$ cat config.mk
export PLATFORM = sky130hd
export DESIGN_NAME = pixel_readout_ctrl
export DESIGN_NICKNAME = d
export VERILOG_FILES = /design/src/rtl/pixel_readout_ctrl.sv
export SDC_FILE = /design/constraint.sdc
export NUM_CORES = 1
export LEC_CHECK = 0
export BUFFER_PORTS_ARGS = -buffer_cell sky130_fd_sc_hd__buf_2
export CORE_ASPECT_RATIO = 2
export CORE_UTILIZATION = 50
export CTS_CLUSTER_DIAMETER = 100
export DETAILED_ROUTE_END_ITERATION = 10
export PLACE_DENSITY_LB_ADDON = 0.08
export SETUP_SLACK_MARGIN = 0.05
export SLEW_MARGIN = 20
export SYNTH_ARGS = -nofsm -noshare
export SYNTH_HDL_FRONTEND = slang
export SYNTH_SLANG_ARGS = --single-unit
$ cat constraint.sdc
create_clock -name clk -period 3.7 [get_ports clk]
set_clock_uncertainty 0.05 [all_clocks]
set_input_delay 0.74 -clock clk [delete_from_list [all_inputs] [get_ports clk]]
set_output_delay 0.74 -clock clk [all_outputs]
set_load 0.01 [all_outputs]
$ cat src/rtl/pixel_readout_ctrl.sv
// rtl/pixel_readout_ctrl.sv - frame sequencer (erase/expose/convert/read) for the pixel array
// Define PIXEL_GRAY_RAMP_EN to drive ramp_count in Gray code instead of binary.
module pixel_readout_ctrl #(
  parameter int ROWS     = 2,
  parameter int COLS     = 8,
  parameter int ADC_BITS = 8,
  parameter int DATA_W   = 32,
  parameter int TIME_W   = 16,
  parameter int PPW      = DATA_W / ADC_BITS,
  parameter int GROUPS   = COLS / PPW,
  parameter int GRP_W    = (GROUPS > 1) ? $clog2(GROUPS) : 1
) (
  input  logic                clk,
  input  logic                reset,
  input  logic                start,
  input  logic                cont_mode,
  input  logic [TIME_W-1:0]   erase_time,
  input  logic [TIME_W-1:0]   expose_time,
  output logic                erase,
  output logic                expose,
  output logic                convert,
  output logic [ADC_BITS-1:0] ramp_count,
  output logic [ROWS-1:0]     row_sel,
  output logic [GRP_W-1:0]    col_grp,
  input  logic [DATA_W-1:0]   pix_data,
  output logic [DATA_W-1:0]   databus,
  output logic                out_valid,
  input  logic                out_ready,
  output logic                busy,
  output logic                frame_done
);

  localparam int ROW_W = (ROWS > 1) ? $clog2(ROWS) : 1;

  typedef enum logic [2:0] {
    S_IDLE,
    S_ERASE,
    S_EXPOSE,
    S_CONVERT,
    S_READ,
    S_DRAIN
  } state_t;

  state_t              state, state_nxt;
  logic [TIME_W-1:0]   timer;
  logic [TIME_W-1:0]   erase_len;
  logic [TIME_W-1:0]   expose_len;
  logic                cont_lat;
  logic [ADC_BITS-1:0] ramp_bin;
  logic [ROW_W-1:0]    row_idx;
  logic [GRP_W-1:0]    grp_idx;
  logic                capture;
  logic                last_addr;
  logic                accept_last;
  logic                relatch;

  assign capture     = (state == S_READ) && (!out_valid || out_ready);
  assign last_addr   = (row_idx == ROW_W'(ROWS - 1)) && (grp_idx == GRP_W'(GROUPS - 1));
  assign accept_last = (state == S_DRAIN) && out_valid && out_ready;
  assign relatch     = ((state == S_IDLE) && start) || (accept_last && cont_lat);

  always_comb begin
    state_nxt = state;
    case (state)
      S_IDLE:    if (start) state_nxt = S_ERASE;
      S_ERASE:   if (timer == erase_len - TIME_W'(1)) state_nxt = S_EXPOSE;
      S_EXPOSE:  if (timer == expose_len - TIME_W'(1)) state_nxt = S_CONVERT;
      S_CONVERT: if (ramp_bin == {ADC_BITS{1'b1}}) state_nxt = S_READ;
      S_READ:    if (capture && last_addr) state_nxt = S_DRAIN;
      S_DRAIN:   if (accept_last) state_nxt = cont_lat ? S_ERASE : S_IDLE;
      default:   state_nxt = S_IDLE;
    endcase
  end

  always_ff @(posedge clk) begin
    if (!reset) begin
      state      <= S_IDLE;
      timer      <= '0;
      erase_len  <= '0;
      expose_len <= '0;
      cont_lat   <= 1'b0;
      ramp_bin   <= '0;
      row_idx    <= '0;
      grp_idx    <= '0;
      databus    <= '0;
      out_valid  <= 1'b0;
    end else begin
      state <= state_nxt;

      // One shared duration timer, restarted on every state change.
      if ((state == S_ERASE || state == S_EXPOSE) && state_nxt == state)
        timer <= timer + TIME_W'(1);
      else
        timer <= '0;

      if (relatch) begin
        erase_len  <= (erase_time == '0) ? TIME_W'(1) : erase_time;
        expose_len <= (expose_time == '0) ? TIME_W'(1) : expose_time;
      end
      if (state == S_IDLE && start)
        cont_lat <= cont_mode;

      // The final increment wraps the ramp back to 0 as CONVERT ends.
      if (state == S_CONVERT)
        ramp_bin <= ramp_bin + ADC_BITS'(1);
      else
        ramp_bin <= '0;

      if (capture) begin
        databus   <= pix_data;
        out_valid <= 1'b1;
        if (grp_idx == GRP_W'(GROUPS - 1)) begin
          grp_idx <= '0;
          row_idx <= last_addr ? '0 : row_idx + ROW_W'(1);
        end else begin
          grp_idx <= grp_idx + GRP_W'(1);
        end
      end else if (accept_last) begin
        out_valid <= 1'b0;
      end
    end
  end

  always_comb begin
    row_sel = '0;
    if (state == S_READ)
      row_sel[row_idx] = 1'b1;
  end

`ifdef PIXEL_GRAY_RAMP_EN
  assign ramp_count = ramp_bin ^ (ramp_bin >> 1);
`else
  assign ramp_count = ramp_bin;
`endif

  assign erase      = (state == S_ERASE);
  assign expose     = (state == S_EXPOSE);
  assign convert    = (state == S_CONVERT);
  assign col_grp    = grp_idx;
  assign busy       = (state != S_IDLE);
  assign frame_done = accept_last;

endmodule
==> results of run 1 <==
## flip-flops by register name (all words and copies together), names as in the netlist, 3 cells and up
name        flops
expose_len     16
timer          16
erase_len      16
ramp_count      8
state           3
databus        32
## worst max-delay path, stage by stage, from the launching register on
cell      delay (ps)
dfxtp_1          350
inv_1             70
ha_1             340
nor4b_1          560
and3_1           300
a211oi_1          90
o31a_1           300
nand4b_2         240
nor2_4           430
o32ai_1          170
## cell usage in the layout, fill, tap and decap left out, types with 3 or more instances in the layout
| master | Yosys | final |
|---|---|---|
| a211oi_1 | 3 | 3 |
| a21boi_0 | 63 | 63 |
| a21oi_1 | 7 | 7 |
| a31oi_1 | 6 | 6 |
| a41oi_1 | 3 | 3 |
| and2_1 | 4 | 4 |
| and3_1 | 11 | 11 |
| buf_2 | 2 | 117 |
| buf_4 | 0 | 6 |
| clkbuf_16 | 0 | 9 |
| dfxtp_1 | 95 | 95 |
| ha_1 | 4 | 4 |
| inv_1 | 10 | 10 |
| nand2_1 | 149 | 149 |
| nand3_1 | 20 | 20 |
| nand4_1 | 8 | 8 |
| nor2_1 | 25 | 25 |
| nor2b_1 | 5 | 5 |
| nor3_1 | 13 | 13 |
| nor3b_1 | 4 | 4 |
| nor4_1 | 13 | 12 |
| o211a_1 | 3 | 3 |
| o21a_1 | 4 | 4 |
| o21ai_0 | 7 | 7 |
| o22ai_1 | 6 | 6 |
| o31a_1 | 4 | 4 |
| o32ai_1 | 7 | 7 |
| o32ai_2 | 7 | 7 |
| or2_2 | 13 | 13 |
| or3_1 | 4 | 4 |
| or4_1 | 3 | 3 |
| xnor2_1 | 32 | 32 |
| xor2_1 | 26 | 26 |
## how the worst max path moves through the flow
| stage | start | end | cells past startpoint |
|---|---|---|---|
| after floorplan | expose_len[0]$_SDFFE_PN0P_ | timer[5]$_SDFF_PN0_ | 9 |
| after global placement | erase_len[0]$_SDFFE_PN0P_ | timer[5]$_SDFF_PN0_ | 9 |
| after detailed placement | erase_len[0]$_SDFFE_PN0P_ | timer[5]$_SDFF_PN0_ | 9 |
| after CTS | erase_len[0]$_SDFFE_PN0P_ | timer[5]$_SDFF_PN0_ | 9 |
| after global routing | erase_len[0]$_SDFFE_PN0P_ | timer[5]$_SDFF_PN0_ | 9 |
| final | erase_len[0]$_SDFFE_PN0P_ | timer[7]$_SDFF_PN0_ | 9 |
## power by group through the flow
stage / combinational [mW] / sequential (mW) / clock [mW]
3_3_place_gp: 0.306 / 1.11 / 0
6_report: 0.319 / 1.09 / 0.880
4_1_cts: 0.318 / 1.09 / 0.897
2_1_floorplan: 0.228 / 1.09 / 0
5_1_grt: 0.352 / 1.09 / 0.942
3_5_place_dp: 0.316 / 1.11 / 0
## cell families after synthesis
group / share of synthesized area, %
AND/OR/NAND/NOR: 27.1
AO/OA/AOI/OAI: 20.6
flip-flops: 36.8
XOR/XNOR: 9.82
buffers and inverters: 4.35
adder cells (fa/ha/maj): 0.967
multiplexers: 0.387
## cell usage after synthesis (5+ instances only)
library cell / number / share of area (%)
nor2b_1: 5 / 0.60
inv_1: 10 / 0.73
o32ai_2: 7 / 2.2
dfxtp_1: 95 / 37
or2_2: 13 / 1.6
nand2_1: 149 / 11
nor4_1: 13 / 1.6
nor3_1: 13 / 1.3
nor2_1: 25 / 1.8
o32ai_1: 7 / 1.2
xnor2_1: 32 / 5.4
o22ai_1: 6 / 0.73
a21oi_1: 7 / 0.68
nand4_1: 8 / 0.97
and3_1: 11 / 1.3
clkbuf_1: 36 / 2.6
o21ai_0: 7 / 0.68
xor2_1: 26 / 4.4
a21boi_0: 63 / 9.1
a31oi_1: 6 / 0.73
nand3_1: 20 / 1.9
## layout make-up
type                            count  area, µm²
Inverter                           11       41.3
Sequential cell                    95       1900
Clock inverter                      4       30.0
Multi-Input combinational cell    489       3060
Clock buffer                       12        256
Fill cell                         935       4000
Tap cell                          135        169
Timing Repair Buffer              123        631
## layer usage
metal / track usage (%) / share of wire (%) / up-vias
li1: - / - / 2405
met1: 27.5 / 36 / 2258
met2: 49.4 / 55 / 150
met3: 4.09 / 4.2 / 36
met4: 15.0 / 5.0 / 0
met5: 0 / 0 / -
## metrics by stage
step / setup WS [ps] / total power [mW] / area, µm² / cells / util, %
after detailed placement: 689 / 1.43 / 5790 / 853 / 57.4
after CTS: 687 / 2.30 / 6080 / 869 / 60.3
after global routing: 388 / 2.39 / 6090 / 869 / 60.3
final: 657 / 2.29 / 6090 / 869 / 60.3
after floorplan: 1030 / 1.32 / 5170 / 637 / -
after global placement: 845 / 1.41 / 5790 / 853 / 57.4
==> results.toml, run 1 <==
[clocking]
clock_path_buffers = 2
cts_tree = "yes"
path_clk_slew_ps = 70
cts_resized = 0
cts_buffers = 9
htreeDepth = 3
cts_root_buffer = "clkbuf_16"
cts_sinks = 95
ctsHoldBuffers = 0
clock_latency_ps = 340
post_cts_buffers = 0

[run_status]
status = "finished, final reports clean"

[placed_design]
portBuffers = 117
dpl.hpwl_mm = 10.4
gp_congestion = 0.839

[route]
vias_per_cell = 5.58
vias = 4849
post-route-drc-count = 0
drt_iter0_markers = 239
wl_per_cell_um = 16.0
first_pass_iters = 5
antenna_left = 0
wl_mm = 13.9

[global_route]
grt_remaining_overflow = 0
grtUsageTotal_pct = 26.9
grt_pass1_wl_mm = 22.4
grt_max_degree = 80
grt_pass1_vias = 4783
antenna_found_initial = 0

[power]
leakagePower_nw = 2.40
clkPwrFrac_pct = 38.5
internal-power_mw = 1.68
p_sw_uw = 603
irDropWorstVdd_uv = 273
switching_share_pct = 26.4
power-per-cell-area_mw_per_mm2 = 376
pwr-share-seq_pct = 47.6
power_frac_comb_pct = 13.9

[sta]
min_period_ps = 3040
setup_violations = 0
final_max_slew_viol_count = 0
fin_crit_sh_pct = 82.2
finalHoldViolCount = 0
hold_slack_ps = 413
max_slew_margin_pct = 31.7
max_freq_ghz = 0.329
rsz0062_at_grt = "false"
worst_pin_slew_ps = 1020
tns_ps = 0

[synthesis]
synthFlopType = "dfxtp_1"
syn_inst = 637
ys_warn_count = 0
synth_area_mm2 = 0.00517
synth_edf_count = 0
synth_area_per_cell_um2 = 8.12
async_reset_ff_share_pct = 0
yosys_register_bits = 95
synth.distinct_cells = 60
yosysSeqAreaShare_pct = 36.8
syn_nets = 710

[die]
dieArea_mm2 = 0.0108
rows = 52
coreArea_mm2 = 0.0101
die_w_um = 73.9
initial_core_util_pct = 51.3
io_pins = 118
die_h_um = 146

[worst_setup_path]
crit_path_end_kind = "flop"
rr_worst_depth = 9
critPathMaxFanout = 16
required_ps = 3850
worstPathArrival_ps = 3200
start_kind = "flop"
r2r-start = "erase_len[0]$_SDFFE_PN0P_"
r2r-end = "timer[7]$_SDFF_PN0_"
rrSetupSlack_ps = 660
worstSetupPathType = "flop to flop"

[min_path]
hold_depth = 2
worstHoldStart = "databus[31]$_SDFFE_PN0P_"
min_path_type = "flop to flop"
hold_path_end = "databus[31]$_SDFFE_PN0P_"

[final_layout]
nNetsFinal = 802
synthToLayoutAreaGrowth_pct = 17.6
drive_gt1_share_pct = 23.2
diodes = 0

[job]
maxCapViolations = 0
No activity file was read; power rests on OpenSTA's default activity.
==> run 2: changes to the inputs <==
==> constraint.sdc (replaced) <==
create_clock -name clk -period 2.9 [get_ports clk]
set_clock_uncertainty 0.05 [all_clocks]
set_input_delay 0.58 -clock clk [delete_from_list [all_inputs] [get_ports clk]]
set_output_delay 0.58 -clock clk [all_outputs]
set_load 0.01 [all_outputs]
==> run 2 against run 1 <==
  * Sequential cell count unchanged
  * Design area increased by 2.2%
  * Via count increased by 1.3%
  * Hold slack got worse by 1.9 ps
  * Combinational power increased by 42%
  * Utilization increased by 1.3 points
  * Wire length increased by 5.2%
  * Sequential share of layout area decreased by 0.67 points
  * Clock-buffer cell count unchanged
  * Critical path type unchanged
  * Critical endpoint is now state[0]$_SDFF_PN0_
==> results.toml, run 2 (synthesized netlist as in run 1, its figures left out) <==
[run_status]
status = "finished, final reports clean"

[final_layout]
post-route-util_pct = 61.7
drive_gt1_share_pct = 24.8
largest_reg_flops = 32
synthToLayoutAreaGrowth_pct = 20.2
finalNonFillerCells = 885
regMostFlops = "databus"
diodes = 0
layout.cells.most_common = "nand2_1"
layout_common_cells = "149 x nand2_1, 117 x buf_2, 95 x dfxtp_1"
nNetsFinal = 818

[power]
power_frac_comb_pct = 15.2
pwr-share-seq_pct = 46.4
leakagePower_nw = 2.48
switching_share_pct = 27.1
internal-power_mw = 2.17
clkPwrFrac_pct = 38.3
power.total_mw = 2.98
p_sw_uw = 806
irDropWorstVdd_uv = 399
power-per-cell-area_mw_per_mm2 = 479

[global_route]
grt_max_degree = 58
grt_remaining_overflow = 0
grt_pass1_wl_mm = 23.3
antenna_found_initial = 0
grtUsageTotal_pct = 28.5
grt_pass1_vias = 4985

[placed_design]
pre_cts_ws_ps = 244
place_inst = 869
portBuffers = 117
dpl.hpwl_mm = 11.0
gp_congestion = 0.884

[route]
wl_per_cell_um = 16.5
post-route-drc-count = 0
antenna_left = 0
first_pass_iters = 4
drt_iter0_markers = 139
wl_mm = 14.6
vias = 4913
vias_per_cell = 5.55

[sta]
setup_ws_ps = 220
max_freq_ghz = 0.373
finalHoldViolCount = 0
max_slew_margin_pct = 60.0
min_period_ps = 2680
tns_ps = 0
fin_crit_sh_pct = 92.4
worst_pin_slew_ps = 598
rsz0062_at_grt = "false"
setup_violations = 0
final_max_slew_viol_count = 0

[clocking]
cts_tree = "yes"
htreeDepth = 3
cts_root_buffer = "clkbuf_16"
clock_path_buffers = 2
cts_buffers = 9
cts_sinks = 95
clock_latency_ps = 340
path_clk_slew_ps = 70

[worst_setup_path]
cpMaxStageDelayCell = "dfxtp_1"
path_cells = "inv_1, ha_1, buf_4, o21ba_2, a221oi_1, a41oi_1, a2111oi_1, nand4_1, o31a_1, o31a_1"
critPathMaxFanout = 9
path_delay_family = "compound AO/OA/AOI/OAI gates"
start_kind = "flop"
crit_path_end_kind = "flop"
cp_common_cell = "o31a_1"
worstPathArrival_ps = 2860
path_buf_inv = 2
slowest_delay_ps = 420
worstSetupPathType = "flop to flop"
required_ps = 3080
rrSetupSlack_ps = 220

[job]
maxCapViolations = 0

[die]
rows = 52
coreArea_mm2 = 0.0101
io_pins = 118
die_w_um = 73.9
die_h_um = 146
dieArea_mm2 = 0.0108
initial_core_util_pct = 51.3

[min_path]
min_path_type = "flop to flop"
==> run 2: cell count changes in the layout (fill, tap and decap cells not counted) <==
cell	delta
a2111oi_0	-1
a2111oi_1	+1
buf_12	+1
buf_4	+15
clkinv_4	-2
clkinvlp_4	+1
inv_6	+1
==> run 2: power by group through the flow <==
stage                     Clock (mW)  Combinational, mW  Sequential [mW]
final                           1.14              0.453             1.38
after floorplan                    0              0.291             1.39
after global placement             0              0.435             1.41
after detailed placement           0              0.446             1.41
after global routing            1.22              0.496             1.39
after CTS                       1.16              0.448             1.38
==> run 2: cell type report <==
class	count	area (µm²)
clock buffers	12	256
fillers	924	3870
flip-flops and latches	95	1900
inverters	11	41.3
repair buffers	139	763
multi-input cells	489	3060
clock inverters	4	28.8
well taps	135	169
==> run 2: final timing paths <==
path                                   from                        to  cells past startpoint
hold reg to reg    databus[17]$_SDFFE_PN0P_  databus[17]$_SDFFE_PN0P_                      2
setup reg to reg  erase_len[0]$_SDFFE_PN0P_       state[0]$_SDFF_PN0_                     10
hold / removal     databus[17]$_SDFFE_PN0P_  databus[17]$_SDFFE_PN0P_                      2
setup / recovery  erase_len[0]$_SDFFE_PN0P_       state[0]$_SDFF_PN0_                     10
==> run 2: routing by layer <==
layer  GRT usage (%)  part of all wire, %
met3            6.02                  4.3
met1            26.6                   35
met2            53.6                   55
met4            16.1                  5.2
met5               0                    0
==> run 2: stage by stage <==
step,hold slack [ps],cell area [µm²]
after floorplan,403,5170
after global placement,391,5930
after detailed placement,407,5930
after CTS,416,6210
after global routing,434,6220
final,412,6220
==> run 2: worst reg2reg max path: cells and delay by family (launching register included) <==
family | cells | cell delay [ps]
AOI/OAI and AO/OA | 6 | 1520
adders and majority gates | 1 | 200
buffers and inverters | 2 | 240
DFF | 1 | 420
and+or+nand+nor | 1 | 130
==> run 2: repair_timing <==
action,4_1_cts,5_1_grt
gates resized for setup,0,2
endpoints found under the setup margin,0,1
buffers inserted,0,0
hold buffers,0,0
==> run 3: changes to the inputs <==
--- a/config.mk
+++ b/config.mk
@@ -6,8 +6,10 @@
 export NUM_CORES = 1
 export LEC_CHECK = 0
 export BUFFER_PORTS_ARGS = -buffer_cell sky130_fd_sc_hd__buf_2
+export CELL_PAD_IN_SITES_DETAIL_PLACEMENT = 0
+export CELL_PAD_IN_SITES_GLOBAL_PLACEMENT = 1
 export CORE_ASPECT_RATIO = 2
-export CORE_UTILIZATION = 50
+export CORE_UTILIZATION = 40
 export CTS_CLUSTER_DIAMETER = 100
 export DETAILED_ROUTE_END_ITERATION = 10
 export PLACE_DENSITY_LB_ADDON = 0.08
==> constraint.sdc (replaced) <==
create_clock -name clk -period 2.9 [get_ports clk]
set_clock_uncertainty 0.05 [all_clocks]
set_input_delay 0.29 -clock clk [delete_from_list [all_inputs] [get_ports clk]]
set_output_delay 0.29 -clock clk [all_outputs]
set_load 0.01 [all_outputs]
==> run 3 against run 2 <==
  * Critical path depth fell by 1
  * Final cell count rose by 2.4%
  * Non-clock buffer count increased by 6
  * Largest cell class unchanged
  * Design area increased by 1.2%
  * First-iteration DRC count is 4.3% higher
  * Highest routed layer unchanged
  * Maximum frequency is 2.2% higher
  * Register-to-register slack improved by 60 ps
  * Sequential cell count unchanged
  * Setup slack better by 58 ps
  * Combinational power is 2% higher
==> results.toml, run 3 (synthesized netlist as in run 1, its figures left out) <==
[sta]
setup_violations = 0
worst_pin_slew_ps = 731
max_freq_ghz = 0.381
finalHoldViolCount = 0
rsz0062_at_grt = "false"
tns_ps = 0
final_max_slew_viol_count = 0
min_period_ps = 2620
fin_crit_sh_pct = 90.4
max_slew_margin_pct = 51.3

[worst_setup_path]
critPathMaxFanout = 17
r2r-end = "timer[4]$_SDFF_PN0_"
crit_path_end_kind = "flop"
startpoint = "expose_len[0]$_SDFFE_PN0P_"
slowest_delay_ps = 540
start_kind = "flop"
r2r-start = "expose_len[0]$_SDFFE_PN0P_"
worstPathArrival_ps = 2770
cp.depth = 9
endpoint = "timer[4]$_SDFF_PN0_"
worstSetupPathType = "flop to flop"
cpMaxStageDelayCell = "or4_1"
required_ps = 3050
rrSetupSlack_ps = 280
rr_worst_depth = 9
path_cells = "inv_1, ha_1, nand2_1, or3_1, xnor2_1, or4_1, nor4_2, buf_4, o32ai_1"
path_buf_inv = 2
path_delay_family = "simple AND/OR/NAND/NOR gates"

[power]
leakagePower_nw = 2.52
irDropWorstVdd_uv = 280
p_sw_uw = 810
power-per-cell-area_mw_per_mm2 = 473
power_frac_comb_pct = 15.6
clkPwrFrac_pct = 38.0
pwr-share-seq_pct = 46.4
power.total_mw = 2.97
switching_share_pct = 27.3
internal-power_mw = 2.16

[clocking]
htreeDepth = 3
clock_path_buffers = 2
cts_tree = "yes"
cts_buffers = 9
clock_latency_ps = 340
post_cts_buffers = 0
cts_root_buffer = "clkbuf_16"
cts_sinks = 95
path_clk_slew_ps = 70

[route]
vias = 4893
wl_per_cell_um = 16.8
drt_iter0_markers = 145
antenna_left = 0
vias_per_cell = 5.40
post-route-drc-count = 0
wl_mm = 15.2
first_pass_iters = 4

[min_path]
min_path_type = "input pin to flop"
hold_depth = 3

[global_route]
antenna_found_initial = 0
grt_pass1_wl_mm = 24.2
grt_remaining_overflow = 0
grtUsageTotal_pct = 24.2
grt_max_degree = 78
grt_pass1_vias = 5020

[final_layout]
post-route-util_pct = 49.8
synthToLayoutAreaGrowth_pct = 21.6
nNetsFinal = 824
layout_common_cells = "149 x nand2_1, 117 x buf_2, 95 x dfxtp_1"
regMostFlops = "databus"
multi_input_area_mm2 = 0.00306
largest_reg_flops = 32
register_area_mm2 = 0.00190
layout.cells.most_common = "nand2_1"
n_fill_cell = 1302
drive_gt1_share_pct = 25.4
diodes = 0

[placed_design]
dpl.hpwl_mm = 11.7
portBuffers = 117
gp_congestion = 0.849

[die]
io_pins = 118
rows = 58
die_w_um = 82.4
initial_core_util_pct = 41.0
dieArea_mm2 = 0.0134
coreArea_mm2 = 0.0126
die_h_um = 163

[run_status]
status = "finished, final reports clean"

[job]
maxCapViolations = 0
## run 3: cell type report
type / count / area share, %
clock inverters: 5 / 0.636
repair buffers: 145 / 13.0
well taps: 150 / 2.98
multi-input cells: 489 / 48.6
flip-flops and latches: 95 / 30.2
clock buffers: 11 / 3.86
inverters: 11 / 0.656
## run 3: worst min-delay path by stage
| stage | start | slack [ps] | to |
|---|---|---|---|
| final | pix_data[0] | 140 | databus[0]$_SDFFE_PN0P_ |
| after global routing | pix_data[18] | 150 | databus[18]$_SDFFE_PN0P_ |
| after CTS | pix_data[0] | 130 | databus[0]$_SDFFE_PN0P_ |
| after detailed placement | ramp_count[0]$_SDFF_PN0_ | 400 | ramp_count[0]$_SDFF_PN0_ |
| after global placement | ramp_count[0]$_SDFF_PN0_ | 390 | ramp_count[0]$_SDFF_PN0_ |
| after floorplan | pix_data[0] | 380 | databus[0]$_SDFFE_PN0P_ |
## run 3: metal layers
metal	track usage, %	up-vias	share of wire (%)
li1	-	2444	-
met1	21.9	2285	34
met2	46.3	121	56
met3	4.48	43	3.9
met4	15.2	0	5.9
met5	0	-	0
## run 3: metrics by stage
stage | worst slack, ps | area (µm²) | hold slack (ps) | std cells
2_1_floorplan | 230 | 5170 | 385 | 637
4_1_cts | 250 | 6280 | 131 | 906
3_5_place_dp | 276 | 6000 | 398 | 890
6_report | 278 | 6290 | 140 | 906
3_3_place_gp | 331 | 6000 | 391 | 890
5_1_grt | 91.3 | 6290 | 147 | 906
## run 3: tightest hold or removal path: stages
cell and delay (ps):
buf_2 90, nand2_1 40, a21boi_0 60
## run 3: what timing repair did
action	CTS	global route
gates resized for setup	0	2
hold endpoints to repair	0	0
hold buffers	0	0
setup endpoints to repair	0	1
## run 3: power groups by stage
| stage | registers [mW] | clock network (mW) | logic [mW] |
|---|---|---|---|
| after CTS | 1.38 | 1.17 | 0.461 |
| after global routing | 1.38 | 1.22 | 0.513 |
| final | 1.38 | 1.13 | 0.463 |
| after detailed placement | 1.41 | 0 | 0.459 |
| after floorplan | 1.39 | 0 | 0.291 |
| after global placement | 1.41 | 0 | 0.454 |
